--- src/rtl/ddr4_db_sched_pkg.sv ---
// Shared types and helpers for the DDR4 data-buffer direction scheduler.
// Contents: direction enum, countdown slot payload, window-length helper.
package ddr4_db_sched_pkg;

  localparam int unsigned LAT_W = 6;

  typedef enum logic {
    DIR_RD = 1'b0,
    DIR_WR = 1'b1
  } dir_e;

  typedef struct packed {
    logic             valid;
    dir_e             dir;
    logic [LAT_W-1:0] cnt;
  } slot_t;

  // Drive window length: preamble + burst body (BL/2 clocks) + postamble.
  function automatic int unsigned win_len(input int unsigned pre,
                                          input int unsigned bl,
                                          input int unsigned post);
    return pre + bl / 2 + post;
  endfunction

endpackage

--- src/rtl/ddr4_db_dir_slot.sv ---
// One outstanding-burst countdown slot.
// Ports:
//   ddr4_ck_t, ddr4_reset_n : clock, synchronous active-low reset
//   i_load, i_dir, i_cnt    : capture a new burst with its start countdown
//   o_valid                 : slot holds a pending burst
//   o_fire_c                : combinational; countdown reaches 0 on this edge
//   o_dir                   : direction of the pending burst
module ddr4_db_dir_slot
  import ddr4_db_sched_pkg::*;
(
  input  logic             ddr4_ck_t,
  input  logic             ddr4_reset_n,
  input  logic             i_load,
  input  dir_e             i_dir,
  input  logic [LAT_W-1:0] i_cnt,
  output logic             o_valid,
  output logic             o_fire_c,
  output dir_e             o_dir
);

  slot_t r_slot;

  // A count of 1 reaches 0 on this edge, so the slot fires and frees now.
  assign o_fire_c = r_slot.valid && (r_slot.cnt == LAT_W'(1));
  assign o_valid  = r_slot.valid;
  assign o_dir    = r_slot.dir;

  // Load wins over fire so a slot freed on this edge can be reused at once.
  always_ff @(posedge ddr4_ck_t) begin
    if (!ddr4_reset_n) begin
      r_slot <= '0;
    end else if (i_load) begin
      r_slot <= '{valid: 1'b1, dir: i_dir, cnt: i_cnt};
    end else if (o_fire_c) begin
      r_slot <= '{valid: 1'b0, dir: r_slot.dir, cnt: '0};
    end else if (r_slot.valid) begin
      r_slot.cnt <= r_slot.cnt - LAT_W'(1);
    end
  end

endmodule

--- src/rtl/ddr4_db_dir_sched.sv ---
// Command-driven direction scheduler for the DDR4 DB DQ/DQS delay path.
// Ports:
//   ddr4_ck_t, ddr4_reset_n      : clock, synchronous active-low reset
//   cmd_valid, cmd_is_wr         : accepted RD/WR command strobe and type
//   cfg_cl, cfg_cwl              : read / write latency in clocks
//   cfg_nibble_en                : per-nibble output enable mask
//   wrlvl_en                     : write-leveling override
//   dqs_/dq_ wr_/rd_ drive       : registered per-nibble direction enables
//   busy                         : slot pending or window active
//   ovf_err, conflict_err        : sticky error flags
module ddr4_db_dir_sched
  import ddr4_db_sched_pkg::*;
#(
  parameter int unsigned NUM_NIBBLES = 4,
  parameter int unsigned SLOTS       = 4,
  parameter int unsigned BL          = 8,
  parameter int unsigned PRE_WR      = 1,
  parameter int unsigned PRE_RD      = 1,
  parameter int unsigned POST        = 1
) (
  input  logic                   ddr4_ck_t,
  input  logic                   ddr4_reset_n,
  input  logic                   cmd_valid,
  input  logic                   cmd_is_wr,
  input  logic [LAT_W-1:0]       cfg_cl,
  input  logic [LAT_W-1:0]       cfg_cwl,
  input  logic [NUM_NIBBLES-1:0] cfg_nibble_en,
  input  logic                   wrlvl_en,
  output logic [NUM_NIBBLES-1:0] dqs_wr_drive,
  output logic [NUM_NIBBLES-1:0] dqs_rd_drive,
  output logic [NUM_NIBBLES-1:0] dq_wr_drive,
  output logic [NUM_NIBBLES-1:0] dq_rd_drive,
  output logic                   busy,
  output logic                   ovf_err,
  output logic                   conflict_err
);

  localparam int unsigned WIN_WR = win_len(PRE_WR, BL, POST);
  localparam int unsigned WIN_RD = win_len(PRE_RD, BL, POST);

  logic [SLOTS-1:0]       w_valid, w_fire, w_free, w_load;
  dir_e                   w_slot_dir [SLOTS];
  logic [LAT_W:0]         w_lat, w_pre;
  logic [LAT_W-1:0]       w_start;
  logic                   w_found, w_cmd, w_drop;
  logic                   w_fire_wr, w_fire_rd, w_any_fire, w_active;
  logic [LAT_W-1:0]       w_cnt_nxt;
  dir_e                   w_dir_nxt;
  logic                   w_busy_nxt, w_conf_nxt;
  logic [NUM_NIBBLES-1:0] w_wr_mask, w_rd_mask;

  logic [LAT_W-1:0]       r_win_cnt;
  dir_e                   r_dir;

  for (genvar g = 0; g < SLOTS; g++) begin : g_slot
    ddr4_db_dir_slot u_slot (
      .ddr4_ck_t    (ddr4_ck_t),
      .ddr4_reset_n (ddr4_reset_n),
      .i_load       (w_load[g]),
      .i_dir        (dir_e'(cmd_is_wr)),
      .i_cnt        (w_start),
      .o_valid      (w_valid[g]),
      .o_fire_c     (w_fire[g]),
      .o_dir        (w_slot_dir[g])
    );
  end

  assign w_free = ~w_valid | w_fire;
  assign w_cmd  = cmd_valid && !wrlvl_en;
  assign w_drop = w_cmd && !w_found;

  // Start offset S = max(lat - pre, 2), computed one bit wider to avoid wrap.
  always_comb begin
    w_lat   = {1'b0, (cmd_is_wr ? cfg_cwl : cfg_cl)};
    w_pre   = cmd_is_wr ? (LAT_W+1)'(PRE_WR) : (LAT_W+1)'(PRE_RD);
    w_start = LAT_W'(2);
    if (w_lat >= w_pre + (LAT_W+1)'(2)) begin
      w_start = LAT_W'(w_lat - w_pre);
    end
  end

  // Lowest free slot takes the command.
  always_comb begin
    w_load  = '0;
    w_found = 1'b0;
    for (int unsigned i = 0; i < SLOTS; i++) begin
      if (w_free[i] && !w_found) begin
        w_load[i] = w_cmd;
        w_found   = 1'b1;
      end
    end
  end

  // Fire arbitration and window counter next state; WR wins a same-edge tie.
  always_comb begin
    w_fire_wr = 1'b0;
    w_fire_rd = 1'b0;
    for (int unsigned i = 0; i < SLOTS; i++) begin
      if (w_fire[i]) begin
        if (w_slot_dir[i] == DIR_WR) w_fire_wr = 1'b1;
        else                         w_fire_rd = 1'b1;
      end
    end
    w_any_fire = w_fire_wr || w_fire_rd;
    w_active   = (r_win_cnt != '0);
    w_dir_nxt  = r_dir;
    w_cnt_nxt  = w_active ? r_win_cnt - LAT_W'(1) : '0;
    if (w_any_fire) begin
      w_dir_nxt = w_fire_wr ? DIR_WR : DIR_RD;
      w_cnt_nxt = w_fire_wr ? LAT_W'(WIN_WR) : LAT_W'(WIN_RD);
    end
    w_conf_nxt = conflict_err || (w_fire_wr && w_fire_rd) ||
                 (w_any_fire && w_active && (w_dir_nxt != r_dir));
    w_busy_nxt = (|(w_valid & ~w_fire)) || (|w_load) || (w_cnt_nxt != '0);
    w_wr_mask  = ((w_cnt_nxt != '0) && (w_dir_nxt == DIR_WR)) ? cfg_nibble_en : '0;
    w_rd_mask  = ((w_cnt_nxt != '0) && (w_dir_nxt == DIR_RD)) ? cfg_nibble_en : '0;
  end

  // Window state, registered drives and sticky errors.
  always_ff @(posedge ddr4_ck_t) begin
    if (!ddr4_reset_n) begin
      r_win_cnt    <= '0;
      r_dir        <= DIR_RD;
      dqs_wr_drive <= '0;
      dqs_rd_drive <= '0;
      dq_wr_drive  <= '0;
      dq_rd_drive  <= '0;
      busy         <= 1'b0;
      ovf_err      <= 1'b0;
      conflict_err <= 1'b0;
    end else begin
      r_win_cnt    <= w_cnt_nxt;
      r_dir        <= w_dir_nxt;
      busy         <= w_busy_nxt;
      ovf_err      <= ovf_err || w_drop;
      conflict_err <= w_conf_nxt;
      if (wrlvl_en) begin
        // Leveling: controller drives DQS, SDRAM returns feedback on DQ.
        dqs_wr_drive <= cfg_nibble_en;
        dqs_rd_drive <= '0;
        dq_wr_drive  <= '0;
        dq_rd_drive  <= cfg_nibble_en;
      end else begin
        dqs_wr_drive <= w_wr_mask;
        dqs_rd_drive <= w_rd_mask;
        dq_wr_drive  <= w_wr_mask;
        dq_rd_drive  <= w_rd_mask;
      end
    end
  end

endmodule

--- config.mk ---
export PLATFORM = sky130hd
export DESIGN_NAME = ddr4_db_dir_sched
export DESIGN_NICKNAME = d
export VERILOG_FILES = /design/src/rtl/ddr4_db_sched_pkg.sv /design/src/rtl/ddr4_db_dir_slot.sv /design/src/rtl/ddr4_db_dir_sched.sv
export SDC_FILE = /design/constraint.sdc
export NUM_CORES = 1
export LEC_CHECK = 0
export CORE_UTILIZATION = 55
export CTS_CLUSTER_DIAMETER = 80
export DETAILED_ROUTE_END_ITERATION = 10
export MAX_ROUTING_LAYER = met4
export PLACE_DENSITY = 0.83
export SLEW_MARGIN = 20
export SYNTH_ARGS = -nofsm -noshare
export SYNTH_HDL_FRONTEND = slang
export SYNTH_SLANG_ARGS = --single-unit
export TNS_END_PERCENT = 30
--- constraint.sdc ---
create_clock -name ddr4_ck_t -period 2.5 [get_ports ddr4_ck_t]
set_clock_uncertainty 0.05 [all_clocks]
set_input_delay 0.25 -clock ddr4_ck_t [delete_from_list [all_inputs] [get_ports ddr4_ck_t]]
set_output_delay 0.25 -clock ddr4_ck_t [all_outputs]
set_load 0.02 [all_outputs]
==> results.py, run 1 <==
metrics = {
    "global_route": {
        "track_usage": 0.286,
        "grt_pass1_vias": 2783,
        "grt_start_max_net_pins": 19,
        "grt_overflow": 0,
        "antenna_found_initial": 0,
        "grt_pass1_wl_um": 13100,
    },
    "timing": {
        "fin_hold_ws_ns": 0.417,
        "max_freq_ghz": 0.453,
        "period_share": 0.883,
        "post-route-min-period_ns": 2.21,
        "final-hold-violation-count": 0,
        "finalSetupTns_ns": 0,
        "rsz0062_at_grt": "false",
        "final-max-slew-violation-count": 0,
        "setup_violations": 0,
        "slew_headroom": 0.624,
        "worst_slew_pin_slew_ns": 0.561,
    },
    "yosys": {
        "syn_area_sq_um": 3150,
        "synth_common_cells": "dfxtp_1, a21oi_1, nor2_1, nand2_1, nor3_1",
        "yosys_warnings": 0,
        "synth_top_area_frac": 0.368,
        "synth_largest_area_cell": "dfxtp_1",
        "synth_seq_cells": 58,
        "synth_ff_type": "dfxtp_1",
        "synth_area_leaders": "dfxtp_1, a21oi_1, ha_1",
        "synthArstFlopShare": 0,
        "ys_seq_area_frac": 0.368,
        "synth_most_common_cell": "dfxtp_1",
        "synthCells": 367,
        "syn_nets": 400,
        "synth_area_per_cell_sq_um": 8.59,
        "synth_edf_count": 0,
        "synth.distinct_cells": 69,
    },
    "outcome": {
        "status": "complete, no violations",
    },
    "worst_hold_path": {
        "hold_class": "input pin to flip-flop",
    },
    "power": {
        "power_leakage_uw": 0.00158,
        "ir_drop_mv": 0.429,
        "clkPwrFrac": 0.341,
        "power.density_nw_per_um2": 702,
        "pwr-share-comb": 0.267,
        "switching_share": 0.308,
        "intPower_uw": 1920,
        "pwr-share-seq": 0.392,
        "p_switching_uw": 854,
        "total_power_uw": 2770,
    },
    "critical_path": {
        "worst-path-buf-inv": 0,
        "cp_max_fo": 9,
        "worstSetupStartpointType": "flip-flop",
        "path_delay_family": "simple AND/OR/NAND/NOR gates",
        "cp.arrival_ns": 2.41,
        "slowest_delay_ns": 0.43,
        "cp_cell_sequence": "ha_1 -> nor2b_1 -> nand4b_1 -> and4b_4 -> a211oi_4 -> nor3b_1",
        "cp-end-kind": "flip-flop",
        "cp.required_ns": 2.71,
        "cpMaxStageDelayCell": "dfxtp_1",
        "path_class": "flip-flop to flip-flop",
    },
    "place": {
        "dp_cells": 487,
        "place.gp.congestion": 0.922,
        "dpl.hpwl_um": 5700,
        "io_buffers": 39,
    },
    "routing": {
        "wl_um": 7760,
        "drc": 0,
        "antenna_left": 0,
        "viasPerCell": 5.94,
        "wl_per_cell_um": 15.4,
        "drtPass1Iterations": 5,
        "vias": 2989,
        "drtIter0Drc": 235,
    },
    "clock_network": {
        "cts.sinks": 58,
        "htreeDepth": 3,
        "clockRootBuffer": "clkbuf_8",
        "clkSlewWorstSetupHoldPaths_ns": 0.07,
        "post_cts_buffers": 0,
        "cts.path.max_buffers": 2,
        "clock_latency_ns": 0.34,
        "numCtsBuffers": 9,
        "cts_tree": "yes",
    },
    "floorplanning": {
        "dieArea_sq_um": 6040,
        "placeableCoreArea_sq_um": 5510,
        "io_pins": 40,
        "die_h_um": 77.7,
        "fp.dieW_um": 77.7,
        "rows": 27,
        "initial_utilization": 0.573,
    },
    "layout": {
        "nets": 459,
        "seqCellArea_sq_um": 1160,
        "drive_gt1_frac": 0.146,
        "fillCellCount": 428,
        "n_antenna_cell": 0,
        "fin_cells": 503,
        "area_growth_pct": 25.2,
        "multiInputGateArea_sq_um": 1850,
    },
    "run": {
        "drv_cap": 0,
    },
}
[cells by family after synthesis]
| family | after synthesis | synth area share |
|---|---|---|
| simple gates | 149 | 0.261 |
| fa+ha+maj | 12 | 0.0476 |
| compound gates | 96 | 0.222 |
| mux | 10 | 0.0317 |
| flops | 58 | 0.368 |
| buf+inv | 34 | 0.0480 |
| xor+xnor | 8 | 0.0222 |
[layout make-up]
class / count / share of cell area
clock buffer: 9 / 0.0314
clock inverter: 7 / 0.0238
inverter: 22 / 0.0209
multi-input combinational: 275 / 0.468
sequential: 58 / 0.294
tap: 72 / 0.0228
timing repair buffer: 60 / 0.139
[path summary, 6_finish.rpt]
kind | from | to | slack [ns] | cells after the start
worst max-delay path | g_slot[2].u_slot.r_slot[0] | dqs_rd_drive[1] | 0.29 | 6
worst min-delay path | cmd_is_wr | g_slot[3].u_slot.o_dir | 0.42 | 4
worst max register to register | g_slot[2].u_slot.r_slot[0] | dqs_rd_drive[1] | 0.29 | 6
worst min register to register | g_slot[0].u_slot.o_dir | g_slot[0].u_slot.o_dir | 0.44 | 2
[worst min-delay path, delay by kind of cell]
| family | cells | cell delay [ns] |
|---|---|---|
| buffers and inverters | 2 | 0.38 |
| muxes | 1 | 0.06 |
| and+or+nand+nor | 1 | 0.07 |
[state kept, by name (all words and copies together), names as in the netlist]
register	count
g_slot.u_slot.r_slot	24
r_win_cnt	6
dq_rd_drive	4
dq_wr_drive	4
dqs_rd_drive	4
dqs_wr_drive	4
g_slot.u_slot.o_dir	4
g_slot.u_slot.o_valid	4
busy	1
conflict_err	1
ovf_err	1
r_dir	1
[power by group through the flow]
stage / Clock, uW / Combinational [uW] / Sequential [uW]
after global routing: 995 / 824 / 1100
after global placement: 0 / 716 / 1100
after floorplan: 0 / 476 / 1130
final: 944 / 740 / 1090
after CTS: 949 / 739 / 1090
after detailed placement: 0 / 730 / 1110
[cell usage in the layout (no fill, tap or decap), types with 10 or more instances in the layout]
cell,count
nor2_1,34
inv_1,21
nand2_1,30
buf_4,21
o21ai_0,10
a21oi_1,34
clkdlybuf4s50_1,38
ha_1,11
nor3_1,23
nand3_1,11
dfxtp_1,58
[stage by stage]
| stage | instance area (sq um) | util | setup slack (ns) |
|---|---|---|---|
| after floorplan | 3150 | - | 0.184 |
| after global placement | 3720 | 0.676 | -0.137 |
| after detailed placement | 3720 | 0.676 | -0.211 |
| after CTS | 3940 | 0.716 | 0.116 |
| after global routing | 3950 | 0.717 | 0.0150 |
| final | 3950 | 0.717 | 0.291 |
[timing repair]
item / in CTS / in global routing
endpoints found under the setup margin: 0 / 3
hold buffers: 0 / 0
resized for setup: 0 / 3
[layer usage]
| metal | GRT usage | routed length (um) | vias up |
|---|---|---|---|
| li1 | - | - | 1459 |
| met3 | 0.0471 | 452 | 23 |
| met5 | - | 0 | - |
| met2 | 0.435 | 3550 | 126 |
| met4 | 0.143 | 249 | 0 |
| met1 | 0.368 | 3510 | 1381 |
Note: power is estimated with default switching activity, not from simulation.
==> run 2: changes to the inputs <==
CORE_MARGIN = 2   (was default)
SETUP_SLACK_MARGIN = 0.05   (was default)
==> run 2 against run 1 <==
Critical path depth unchanged; largest cell class unchanged; worst hold slack worse by 0.017 ns; non-clock buffer count unchanged; critical endpoint is now dqs_rd_drive[2]; via count decreased by 0.64%; highest routed layer unchanged; clock-buffer cell count grew 1; utilization decreased by 0.18 points; setup slack got worse by 0.037 ns.
==> results.py, run 2 (synthesis results as in run 1) <==
metrics = {
    "routing": {
        "viasPerCell": 5.90,
        "drtIter0Drc": 229,
        "vias": 2970,
        "wl_per_cell_um": 15.2,
        "wl_um": 7660,
        "drtPass1Iterations": 5,
        "antenna_left": 0,
        "drc": 0,
    },
    "clock_network": {
        "cts.sinks": 58,
        "clock_latency_ns": 0.35,
        "cts.path.max_buffers": 2,
        "htreeDepth": 3,
        "clockRootBuffer": "clkbuf_8",
        "numCtsBuffers": 9,
        "clkSlewWorstSetupHoldPaths_ns": 0.07,
        "cts_tree": "yes",
    },
    "floorplanning": {
        "fp.dieW_um": 79.7,
        "die_h_um": 79.7,
        "dieArea_sq_um": 6360,
        "initial_utilization": 0.573,
        "io_pins": 40,
        "placeableCoreArea_sq_um": 5510,
        "rows": 27,
    },
    "critical_path": {
        "cp.required_ns": 2.72,
        "path_delay_family": "simple AND/OR/NAND/NOR gates",
        "slowest_delay_ns": 0.43,
        "cp_max_fo": 9,
        "cpMaxStageDelayCell": "dfxtp_1",
        "worstSetupStartpointType": "flip-flop",
        "worst-path-buf-inv": 0,
        "cp-end-kind": "flip-flop",
        "cp.arrival_ns": 2.46,
        "cp_cell_sequence": "ha_1 -> nor2b_1 -> nand4b_1 -> and4b_4 -> a211oi_4 -> nor3b_1",
        "path_class": "flip-flop to flip-flop",
    },
    "layout": {
        "final_cell_mix": "dfxtp_1, clkdlybuf4s50_1, nor2_1, a21oi_1, nand2_1",
        "largest_registers": "g_slot.u_slot.r_slot: 24 flops, r_win_cnt: 6 flops",
        "fin_cells": 503,
        "final_common_cell": "dfxtp_1",
        "design_area_sq_um": 3940,
        "nets": 459,
        "regMostFlops": "g_slot.u_slot.r_slot",
        "largest_reg_flops": 24,
        "drive_gt1_frac": 0.148,
        "n_antenna_cell": 0,
        "area_growth_pct": 24.9,
        "fillCellCount": 409,
    },
    "timing": {
        "slew_headroom": 0.656,
        "setup_violations": 0,
        "worst_slew_pin_slew_ns": 0.513,
        "rsz0062_at_grt": "true",
        "setup_slack_ns": 0.254,
        "post-route-min-period_ns": 2.25,
        "max_freq_ghz": 0.445,
        "final-max-slew-violation-count": 0,
        "final-hold-violation-count": 0,
        "period_share": 0.898,
    },
    "global_route": {
        "grt_pass1_vias": 2623,
        "track_usage": 0.257,
        "grt_pass1_wl_um": 12200,
        "grt_overflow": 0,
        "antenna_found_initial": 0,
        "grt_start_max_net_pins": 28,
    },
    "power": {
        "total_power_uw": 2710,
        "ir_drop_mv": 0.402,
        "power_leakage_uw": 0.00156,
        "power.density_nw_per_um2": 689,
    },
    "place": {
        "pre_cts_slack_ns": -0.205,
        "io_buffers": 39,
        "place.gp.congestion": 0.909,
        "dpl.hpwl_um": 5690,
        "dpl_cell_area_sq_um": 3720,
        "dp_cells": 487,
    },
    "worst_hold_path": {
        "hold_class": "input pin to flip-flop",
    },
    "run": {
        "drv_cap": 0,
    },
    "outcome": {
        "status": "complete, no violations",
    },
}
==> run 2: cell types whose count changed in the layout (fill, tap and decap cells not counted) <==
| cell | previous run | this run |
|---|---|---|
| clkinv_2 | 2 | 1 |
| mux2i_2 | 1 | 2 |
| mux2i_1 | 9 | 8 |
| clkinvlp_4 | 2 | 3 |
| bufinv_16 | 2 | 1 |
| clkbuf_8 | 9 | 10 |
==> run 2: layout make-up <==
class	count	area, sq um	share of cell area
inverters	22	82.6	0.0210
clock buffers	10	138	0.0349
repair buffers	60	551	0.140
well taps	72	90.1	0.0229
flip-flops and latches	58	1160	0.295
multi-input cells	275	1850	0.470
clock inverters	6	66.3	0.0168
==> run 2: routing by layer <==
metal  routed length (um)  vias up  track usage
met5                    0        -            -
met4                  142        0       0.0898
met3                  624       15       0.0792
met2                 3530      132        0.390
met1                 3370     1365        0.328
li1                     -     1458            -
==> run 2: worst register-to-register path: cells and delay by family, from the launching register on <==
family                   cells  cell delay (ns)
AND/OR/NAND/NOR              4             1.11
AO/OA/AOI/OAI                1             0.39
flip-flops                   1             0.43
adder cells (fa/ha/maj)      1             0.17
==> run 2: final timing paths <==
kind / from / depth (start not counted) / to / slack (ns)
worst max-delay path: g_slot[2].u_slot.r_slot[0] / 6 / dqs_rd_drive[2] / 0.25
worst min-delay path: cmd_is_wr / 4 / g_slot[2].u_slot.o_dir / 0.40
worst max register to register: g_slot[2].u_slot.r_slot[0] / 6 / dqs_rd_drive[2] / 0.25
worst min register to register: ovf_err / 1 / ovf_err / 0.42
==> run 2: what timing repair did <==
item / in CTS / in global routing
gates resized for setup: 0 / 4
endpoints found under the hold margin: 0 / 0
hold buffers: 0 / 0
endpoints found under the setup margin: 0 / 4
buffers inserted: 0 / 0
==> run 2: through the flow <==
step,util,hold WS [ns],TNS [ns]
floorplan,-,0.340,0
global placement,0.676,0.397,-0.368
detailed placement,0.676,0.404,-0.734
CTS,0.713,0.420,0
global route,0.716,0.417,0
finish,0.716,0.400,0
==> run 2: where the power goes <==
part           internal [uW]  switching [uW]
Clock                    486             399
Combinational            344             396
Sequential              1020            72.6
